<file path="src/rtl/ad_pkg.sv">
`default_nettype none
// ============================================================================
// Module   : ad_pkg
// Brief    : Shared types and constants for the diagnostic A/D capture path.
// Revision : 1.0 - initial release
// ============================================================================
package ad_pkg;

    typedef logic [11:0] ad_sample_t;

    localparam int NUM_CH    = 4;
    localparam int CH_CAP_V  = 0;
    localparam int CH_CAP_I  = 1;
    localparam int CH_LOAD_V = 2;
    localparam int CH_LOAD_I = 3;

    localparam logic [7:0] ERR_MAX = 8'hFF;

    typedef enum logic [0:0] {
        IDLE = 1'b0,
        CONV = 1'b1
    } ad_state_t;

endpackage
`default_nettype wire

</file>
<file path="src/rtl/ad_lane_shift.sv">
`default_nettype none
// ============================================================================
// Module   : ad_lane_shift
// Brief    : One serial A/D lane: input delay line, lead-bit error flag and
//            MSB-first sample shift register.
// Revision : 1.0 - initial release
// ============================================================================
module ad_lane_shift #(
    parameter int DATA_BITS = 12,
    parameter int DELAY     = 1
) (
    input  logic                 clk,
    input  logic                 reset,
    input  logic                 i_sdata,
    input  logic                 i_lead_clr,
    input  logic                 i_lead_en,
    input  logic                 i_shift_en,
    output logic [DATA_BITS-1:0] o_data_next,
    output logic                 o_lead_err_next
);

    logic [DELAY-1:0]     dly_q;
    logic [DELAY-1:0]     dly_d;
    logic                 lead_err_q;
    logic                 lead_err_d;
    logic [DATA_BITS-1:0] shift_q;
    logic [DATA_BITS-1:0] shift_d;
    logic                 w_bit;

    always_comb begin
        dly_d    = dly_q;
        dly_d[0] = i_sdata;
        for (int k = 1; k < DELAY; k++) begin
            dly_d[k] = dly_q[k-1];
        end
    end

    assign w_bit = dly_q[DELAY-1];

    always_comb begin
        lead_err_d = lead_err_q;
        if (i_lead_clr) begin
            lead_err_d = 1'b0;
        end
        if (i_lead_en) begin
            lead_err_d = lead_err_d | w_bit;
        end
    end

    always_comb begin
        shift_d = shift_q;
        if (i_shift_en) begin
            shift_d[0] = w_bit;
            for (int k = 1; k < DATA_BITS; k++) begin
                shift_d[k] = shift_q[k-1];
            end
        end
    end

    always_ff @(posedge clk or posedge reset) begin
        if (reset) begin
            dly_q      <= '0;
            lead_err_q <= 1'b0;
            shift_q    <= '0;
        end else begin
            dly_q      <= dly_d;
            lead_err_q <= lead_err_d;
            shift_q    <= shift_d;
        end
    end

    // Next-state values let the top publish on the same edge that takes the last bit.
    assign o_data_next     = shift_d;
    assign o_lead_err_next = lead_err_d;

endmodule
`default_nettype wire

</file>
<file path="src/rtl/ad_capture.sv">
`default_nettype none
// ============================================================================
// Module   : ad_capture
// Brief    : Four-lane 12-bit A/D capture front end: cs/frame timing, serial
//            shift-in and coherent parallel sample publish with error count.
// Revision : 1.0 - initial release
// ============================================================================
module ad_capture
    import ad_pkg::*;
#(
    parameter int DATA_BITS    = 12,
    parameter int LEAD_BITS    = 2,
    parameter int FRAME_CYCLES = 16,
    parameter int CONV_CYCLES  = 24,
    parameter int DELAY        = 1
) (
    input  logic                 clk,
    input  logic                 reset,
    input  logic                 enable,
    output logic                 ad_cs,
    input  logic [1:0]           ad_sdata_a,
    input  logic [1:0]           ad_sdata_b,
    output logic [DATA_BITS-1:0] cap_v,
    output logic [DATA_BITS-1:0] cap_i,
    output logic [DATA_BITS-1:0] load_v,
    output logic [DATA_BITS-1:0] load_i,
    output logic                 sample_valid,
    output logic                 frame_err,
    output logic [7:0]           err_count
);

    localparam int CW = $clog2(CONV_CYCLES + 1);

    localparam logic [CW-1:0] C_LAST    = CW'(CONV_CYCLES - 1);
    localparam logic [CW-1:0] C_FRAME   = CW'(FRAME_CYCLES);
    localparam logic [CW-1:0] C_LEAD_LO = CW'(DELAY);
    localparam logic [CW-1:0] C_DATA_LO = CW'(DELAY + LEAD_BITS);
    localparam logic [CW-1:0] C_DATA_HI = CW'(DELAY + LEAD_BITS + DATA_BITS);
    localparam logic [CW-1:0] C_PUB     = CW'(DELAY + LEAD_BITS + DATA_BITS - 1);

    if (LEAD_BITS + DATA_BITS > FRAME_CYCLES) begin : g_chk_frame
        $error("ad_capture: LEAD_BITS + DATA_BITS must not exceed FRAME_CYCLES");
    end
    if (DELAY + FRAME_CYCLES > CONV_CYCLES) begin : g_chk_conv
        $error("ad_capture: DELAY + FRAME_CYCLES must not exceed CONV_CYCLES");
    end
    if (DELAY < 1) begin : g_chk_delay
        $error("ad_capture: DELAY must be at least 1");
    end

    ad_state_t            state_q;
    ad_state_t            state_d;
    logic [CW-1:0]        cnt_q;
    logic [CW-1:0]        cnt_d;
    logic [CW-1:0]        w_cnt_inc;
    logic                 cs_q;
    logic                 cs_d;

    logic                 w_conv;
    logic                 w_lead_clr;
    logic                 w_lead_en;
    logic                 w_shift_en;
    logic                 w_publish;
    logic [NUM_CH-1:0]    w_lane_in;
    logic [NUM_CH-1:0]    w_lead_next;
    logic [DATA_BITS-1:0] w_data_next [NUM_CH];

    logic [DATA_BITS-1:0] sample_q [NUM_CH];
    logic [DATA_BITS-1:0] sample_d [NUM_CH];
    logic                 valid_q;
    logic                 valid_d;
    logic                 ferr_q;
    logic                 ferr_d;
    logic [7:0]           errcnt_q;
    logic [7:0]           errcnt_d;

    assign w_cnt_inc = cnt_q + CW'(1);

    // enable is only looked at in IDLE and on the last cycle of a conversion.
    always_comb begin
        state_d = state_q;
        cnt_d   = cnt_q;
        cs_d    = 1'b1;
        case (state_q)
            IDLE: begin
                if (enable) begin
                    state_d = CONV;
                    cnt_d   = '0;
                    cs_d    = 1'b0;
                end
            end
            CONV: begin
                if (cnt_q == C_LAST) begin
                    cnt_d = '0;
                    if (enable) begin
                        cs_d = 1'b0;
                    end else begin
                        state_d = IDLE;
                    end
                end else begin
                    cnt_d = w_cnt_inc;
                    cs_d  = (w_cnt_inc >= C_FRAME);
                end
            end
            default: begin
                state_d = IDLE;
                cnt_d   = '0;
            end
        endcase
    end

    always_ff @(posedge clk or posedge reset) begin
        if (reset) begin
            state_q <= IDLE;
            cnt_q   <= '0;
            cs_q    <= 1'b1;
        end else begin
            state_q <= state_d;
            cnt_q   <= cnt_d;
            cs_q    <= cs_d;
        end
    end

    assign w_conv     = (state_q == CONV);
    assign w_lead_clr = w_conv && (cnt_q == '0);
    assign w_lead_en  = w_conv && (cnt_q >= C_LEAD_LO) && (cnt_q < C_DATA_LO);
    assign w_shift_en = w_conv && (cnt_q >= C_DATA_LO) && (cnt_q < C_DATA_HI);
    assign w_publish  = w_conv && (cnt_q == C_PUB);

    assign w_lane_in[CH_CAP_V]  = ad_sdata_a[0];
    assign w_lane_in[CH_CAP_I]  = ad_sdata_a[1];
    assign w_lane_in[CH_LOAD_V] = ad_sdata_b[0];
    assign w_lane_in[CH_LOAD_I] = ad_sdata_b[1];

    for (genvar g = 0; g < NUM_CH; g++) begin : g_lane
        ad_lane_shift #(
            .DATA_BITS (DATA_BITS),
            .DELAY     (DELAY)
        ) u_lane (
            .clk             (clk),
            .reset           (reset),
            .i_sdata         (w_lane_in[g]),
            .i_lead_clr      (w_lead_clr),
            .i_lead_en       (w_lead_en),
            .i_shift_en      (w_shift_en),
            .o_data_next     (w_data_next[g]),
            .o_lead_err_next (w_lead_next[g])
        );
    end

    always_comb begin
        sample_d = sample_q;
        valid_d  = w_publish;
        ferr_d   = w_publish && (|w_lead_next);
        errcnt_d = errcnt_q;
        if (w_publish) begin
            for (int ch = 0; ch < NUM_CH; ch++) begin
                sample_d[ch] = w_data_next[ch];
            end
            if ((|w_lead_next) && (errcnt_q != ERR_MAX)) begin
                errcnt_d = errcnt_q + 8'd1;
            end
        end
    end

    always_ff @(posedge clk or posedge reset) begin
        if (reset) begin
            for (int ch = 0; ch < NUM_CH; ch++) begin
                sample_q[ch] <= '0;
            end
            valid_q  <= 1'b0;
            ferr_q   <= 1'b0;
            errcnt_q <= '0;
        end else begin
            sample_q <= sample_d;
            valid_q  <= valid_d;
            ferr_q   <= ferr_d;
            errcnt_q <= errcnt_d;
        end
    end

    assign ad_cs        = cs_q;
    assign cap_v        = sample_q[CH_CAP_V];
    assign cap_i        = sample_q[CH_CAP_I];
    assign load_v       = sample_q[CH_LOAD_V];
    assign load_i       = sample_q[CH_LOAD_I];
    assign sample_valid = valid_q;
    assign frame_err    = ferr_q;
    assign err_count    = errcnt_q;

endmodule
`default_nettype wire

</file>
<file path="config.mk">
export PLATFORM = sky130hd
export DESIGN_NAME = ad_capture
export DESIGN_NICKNAME = d
export VERILOG_FILES = /design/src/rtl/ad_pkg.sv /design/src/rtl/ad_lane_shift.sv /design/src/rtl/ad_capture.sv
export SDC_FILE = /design/constraint.sdc
export NUM_CORES = 1
export LEC_CHECK = 0
export ABC_AREA = 0
export ABC_CLOCK_PERIOD_IN_PS = 5890
export CAP_MARGIN = 25
export CORE_UTILIZATION = 43
export CTS_CLUSTER_DIAMETER = 60
export DETAILED_ROUTE_END_ITERATION = 12
export PLACE_DENSITY = 0.65
export SYNTH_ARGS = -nofsm -noshare
export SYNTH_HDL_FRONTEND = slang
export SYNTH_SLANG_ARGS = --single-unit
</file>
<file path="constraint.sdc">
create_clock -name clk -period 5.89 [get_ports clk]
set_clock_uncertainty 0.2 [all_clocks]
set_input_delay 1.4725 -clock clk [delete_from_list [all_inputs] [get_ports clk]]
set_output_delay 1.4725 -clock clk [all_outputs]
set_load 0.005 [all_outputs]
</file>
== Word level (Yosys, flattened, before mapping) ==
Cells that the tools add are included.

* Output and inout port bits: 59
* Logic and storage cells: 70
* Bits in registers: 121

* Order comparisons: 5
* Equal/unequal tests: 4
* Bitwise logic cells: 5
* Multiplexer cells: 21
* Reductions and logical operators: 11
* Add/sub/neg operators: 2

{| class="wikitable"
|+ Operators by type and width
! kind !! count
|-
| 2-to-1 mux 12 bit || 4
|-
| 2-to-1 mux 1 bit || 12
|-
| 2-to-1 mux 5 bit || 2
|-
| one-hot mux 5 bit (2 select lines) || 1
|-
| adder 8 x 1 -> 8 bit (second input constant) || 1
|-
| logical AND 1 bit || 8
|-
| inequality test 8 bit (second input constant) || 1
|-
| adder 5 x 1 -> 5 bit (second input constant) || 1
|-
| == test 5 x 4 -> 1 bit (second input constant) || 1
|-
| == test 5 bit (second input constant) || 1
|-
| >= comparator 5 x 1 -> 1 bit (second input constant) || 1
|-
| >= comparator 5 x 2 -> 1 bit (second input constant) || 1
|-
| >= comparator 5 bit (second input constant) || 1
|-
| logical NOT 5 bit || 1
|-
| < comparator 5 x 2 -> 1 bit (second input constant) || 1
|-
| < comparator 5 x 4 -> 1 bit (second input constant) || 1
|-
| bitwise OR 1 bit || 4
|-
| one-hot mux 1 bit (2 select lines) || 2
|-
| OR reduction 4 bit || 1
|-
| inequality test 2 bit (second input constant) || 1
|-
| AND reduction 2 bit || 1
|-
| inverter 1 bit || 1
|}

== Depth between registers and ports, before layout ==
* Depth after elaboration: 8
* Depth in mapped cells: 8
* Gate-level depth less buffers: 7

== Modules after synthesis ==
From an unflattened synthesis, not the netlist that was laid out.

* Cell total of the unflattened synthesis: 313
* Area total of the unflattened synthesis: 4,921.0 um^2

{| class="wikitable"
|+ Modules (own cells, without submodules)
! module !! sequential area each (um^2) !! area an instance (um^2) !! cells an instance !! times used
|-
| ad_capture || 1,627.8 || 2,718.9 || 189 || 1
|-
| ad_lane_shift || 350.3 || 550.5 || 31 || 4
|}

== Worst setup path before layout ==
No wires, ideal clock.

* Path kind: reg-to-reg
* Start point: register cnt_q[1]
* End point: register sample_q (netlist bit cap_v[10])
* Data arrival time: 1.923 ns
* Cell stages (with the launch flop): 7
* Path slack: 3.642 ns
* Path through: dfrtp_1 > a211o_1 > o22a_1 > nand2_1 > buf_2 > mux2_2 > mux2_2

* Longest elaborated chain between the ends: 4

{| class="wikitable"
|+ RTL lines
! item !! line !! source
|-
| start: declaration || ad_capture.sv:53 || <nowiki>logic [CW-1:0] cnt_q;</nowiki>
|-
| start signal: assignment || ad_capture.sv:119 || <nowiki>cnt_q <= cnt_d;</nowiki>
|-
| >= comparator 5 x 2 -> 1 bit || ad_capture.sv:127 || <nowiki>assign w_shift_en = w_conv && (cnt_q >= C_DATA_LO) && (cnt_q < C_DATA_HI);</nowiki>
|-
| logical AND 1 bit || ad_capture.sv:127 ||
|-
| logical AND 1 bit * || ad_capture.sv:127 ||
|-
| 2-to-1 mux 12 bit * || ad_lane_shift.sv:52 || <nowiki>if (i_shift_en) begin</nowiki>
|-
| net g_lane[0].u_lane.o_data_next[10] || ad_lane_shift.sv:18 || <nowiki>output logic [DATA_BITS-1:0] o_data_next,</nowiki>
|-
| end signal: assignment || ad_capture.sv:175 || <nowiki>sample_q <= sample_d;</nowiki>
|-
| end: declaration || ad_capture.sv:68 || <nowiki>logic [DATA_BITS-1:0] sample_q [NUM_CH];</nowiki>
|}

The timed path passes the listed nets; every way through them passes the cells marked *.
A chain may end at the register's enable or synchronous reset.

== Final worst setup path ==
* Start point: register cs_q (netlist: ad_cs)
* End point: output port ad_cs

{| class="wikitable"
|+ RTL lines
! item !! line !! source
|-
| start: declaration || ad_capture.sv:56 || <nowiki>logic cs_q;</nowiki>
|-
| start signal: assignment || ad_capture.sv:120 || <nowiki>cs_q <= cs_d;</nowiki>
|-
| end: declaration || ad_capture.sv:20 || <nowiki>output logic ad_cs,</nowiki>
|}

No word-level cell between the ends.

==> results.cfg <==
[run_status]
status = completed

[clock_network]
post-cts-setup-buffers = 0
cts_root_buf = clkbuf_8
cts_buffers = 17
cts_resized = 0
htree_levels = 4
cts_tree = yes
clockBufferDepth = 2
postCtsHoldBufs = 0
clk_pin_slew_ns = 0.05
clock_latency_ns = 0.50
clock-sinks = 121

[pwr]
p_switching_mw = 1.14
clockPowerShare_pct = 25.6
leakage_nw = 2.73
p_per_area_mw_per_mm2 = 644
p_comb_share_pct = 37.6
seqPwrFrac_pct = 36.7
swShare_pct = 28.7
ir_worst_vdd_mv = 0.278
p_int_mw = 2.84
finalPower_mw = 3.98

[synth]
synth_fa_ha_area_share_pct = 1.31
synth_top_family_by_area = multiplexers
ys_seq_area_share_pct = 63.2
synth_warnings = 0
synth.net_count = 332
syn_area_mm2 = 0.00479
synthXorXnorAreaFrac_pct = 1.10
avgSynthCellArea_um2 = 15.0
synthSimpleGateAreaFrac_pct = 6.01
synthCells = 320
synth_compound_area_share_pct = 3.06
synth_seq_cells = 121
synth.area.mux_share_pct = 23.2
synthDistinctLibCells = 30

[finish]
final_util_pct = 57.0
diodes = 0
fillers = 915
synthToLayoutAreaGrowth_pct = 29.1
fin_cells = 550
regArea_mm2 = 0.00303
multiInputGateArea_mm2 = 0.00166
nNetsFinal = 409
drive_above_1_share_pct = 31.5

[timing]
relSlewSlack_pct = 52.3
post-route-period-util_pct = 53.7
fmax_mhz = 316
tns_ns = 0
setup_ws_ns = 2.73
tightest_slew_ns = 0.714
period_needed_ns = 3.16
hold_viol_final = 0
rsz0062_at_grt = false
setup_viol_count_final = 0
slew_violations = 0

[placement]
numPortBuffers = 65
dp_slack_ns = 2.78
placedCellCount = 518
place_congestion = 0.797
dp_hpwl_um = 5400

[worst_setup_path]
critPathLaunchType = register
cp_top_family = flip-flops
r2r_cells = 7
setup.worst_path.end_class = output port
crit_required_ns = 4.22
path_cells = clkdlybuf4s50_1
worst-path-max-fanout = 1
critical_path.max_stage_delay_ns = 0.51
cpMaxStageDelayCell = dfstp_2
cp.depth = 1
crit_buf_inv = 1
r2r_setup_slack_ns = 3.28
crit_type = register to output port
crit_arrival_ns = 1.49

[min_path]
hold_class = register to register
hold-path-cell-count = 2

[die]
fp.coreArea_mm2 = 0.0108
die_h_um = 108
die_x_um = 108
fp-row-count = 38
initial_utilization_pct = 44.2
die-area_mm2 = 0.0116
pin_count = 66

[drt]
antenna_left = 0
viasPerCell = 4.99
drtIter0Drc = 84
drc_errors = 0
first_pass_iters = 4
routed_wl_um = 8270
vias = 2744
wl_per_cell_um = 15.0

[global_route]
track_usage_pct = 16.1
grt_max_degree = 50
gr-total-overflow = 0
grt_pass1_wl_um = 14000
grt_pass1_vias = 2884
grt_antenna_before_repair = 0

[flow_run]
drv_cap = 0
## cells by family after synthesis
group / Yosys count
AO/OA/AOI/OAI: 22
XOR/XNOR: 6
adder cells (fa/ha/maj): 5
buffers and inverters: 16
flip-flops: 121
multiplexers: 90
AND/OR/NAND/NOR: 60
## flip-flops by register name, indices dropped and copies added (netlist names), 4 cells and up
name	count
load_i	12
cap_i	12
g_lane.u_lane.lead_err_q	4
cap_v	12
cnt_q	5
load_v	12
g_lane.u_lane.shift_q	48
err_count	8
g_lane.u_lane.dly_q	4
## per-stage QoR
step / hold slack (ns) / cell area (µm²)
6_report: 0.293 / 6180
2_1_floorplan: 0.258 / 4790
3_5_place_dp: 0.273 / 5580
3_3_place_gp: 0.275 / 5560
5_1_grt: 0.308 / 6180
4_1_cts: 0.294 / 6180
## worst paths after layout
check | startpoint | end
worst max-delay path | ad_cs | ad_cs
worst min-delay path | g_lane[2].u_lane.shift_q[0] | g_lane[2].u_lane.shift_q[1]
worst max register to register | cnt_q[0] | load_i[3]
worst min register to register | g_lane[2].u_lane.shift_q[0] | g_lane[2].u_lane.shift_q[1]
max in group asynchronous | reset | g_lane[3].u_lane.lead_err_q
min in group asynchronous | reset | cap_v[4]
## cell usage in the layout (no fill, tap or decap), drive strengths merged
cell           netlist  layout
clkbuf               0      19
nand2               23      23
nor3                 2       2
dfrtp              120     120
nand3                9       9
buf                 11       4
nand3b               1       1
o21ai                7       7
or3                  2       2
bufinv               0       3
a211o                1       1
nand2b               2       2
ha                   5       5
nor2                 8       8
clkdlybuf4s50        0      65
dfstp                1       1
a31oi                6       6
o22a                 1       1
and3                 5       5
o31ai                1       1
nor2b                3       3
and2                 3       3
xnor2                6       6
inv                  5       6
mux2                90      90
clkinvlp             0       3
or4                  2       2
clkinv               0       6
a21oi                1       1
a22o                 5       5
## cell type report
type                    count  share of cell area [%]
clock inverters            13                    2.75
flip-flops and latches    121                    49.0
well taps                 140                    2.83
inverters                   5                   0.344
clock buffers              19                    6.98
multi-input cells         183                    26.9
repair buffers             69                    11.2
## metal layers
layer | up-vias | track usage (%) | part of all wire, %
li1 | 1285 | - | -
met5 | - | 0 | 0
met1 | 1400 | 20.5 | 45
met3 | 9 | 4.72 | 3.1
met4 | 0 | 6.56 | 1.5
met2 | 50 | 25.5 | 50
## power by group through the flow
| stage | Combinational (mW) | Sequential, mW | Clock, mW |
|---|---|---|---|
| final | 1.50 | 1.46 | 1.02 |
| after global routing | 1.63 | 1.52 | 1.08 |
| after CTS | 1.52 | 1.47 | 1.04 |
| after detailed placement | 1.51 | 1.48 | 0 |
| after global placement | 1.46 | 1.47 | 0 |
| after floorplan | 0.999 | 1.43 | 0 |
## Yosys cell counts (all sizes together)
cell / count / share of area, %
nand3b: 1 / 0.16
nor2: 8 / 0.63
nand2: 23 / 1.8
xnor2: 6 / 1.1
buf: 11 / 1.7
nor2b: 3 / 0.39
dfstp: 1 / 0.55
inv: 5 / 0.39
nor3: 2 / 0.21
a211o: 1 / 0.18
o22a: 1 / 0.18
nand3: 9 / 0.94
o31ai: 1 / 0.16
nand2b: 2 / 0.26
mux2: 90 / 23
or3: 2 / 0.26
and3: 5 / 0.65
and2: 3 / 0.39
a22o: 5 / 0.91
a31oi: 6 / 0.78
dfrtp: 120 / 63
o21ai: 7 / 0.73
ha: 5 / 1.3
a21oi: 1 / 0.10
or4: 2 / 0.31
Power figures use the tool's default switching activity.
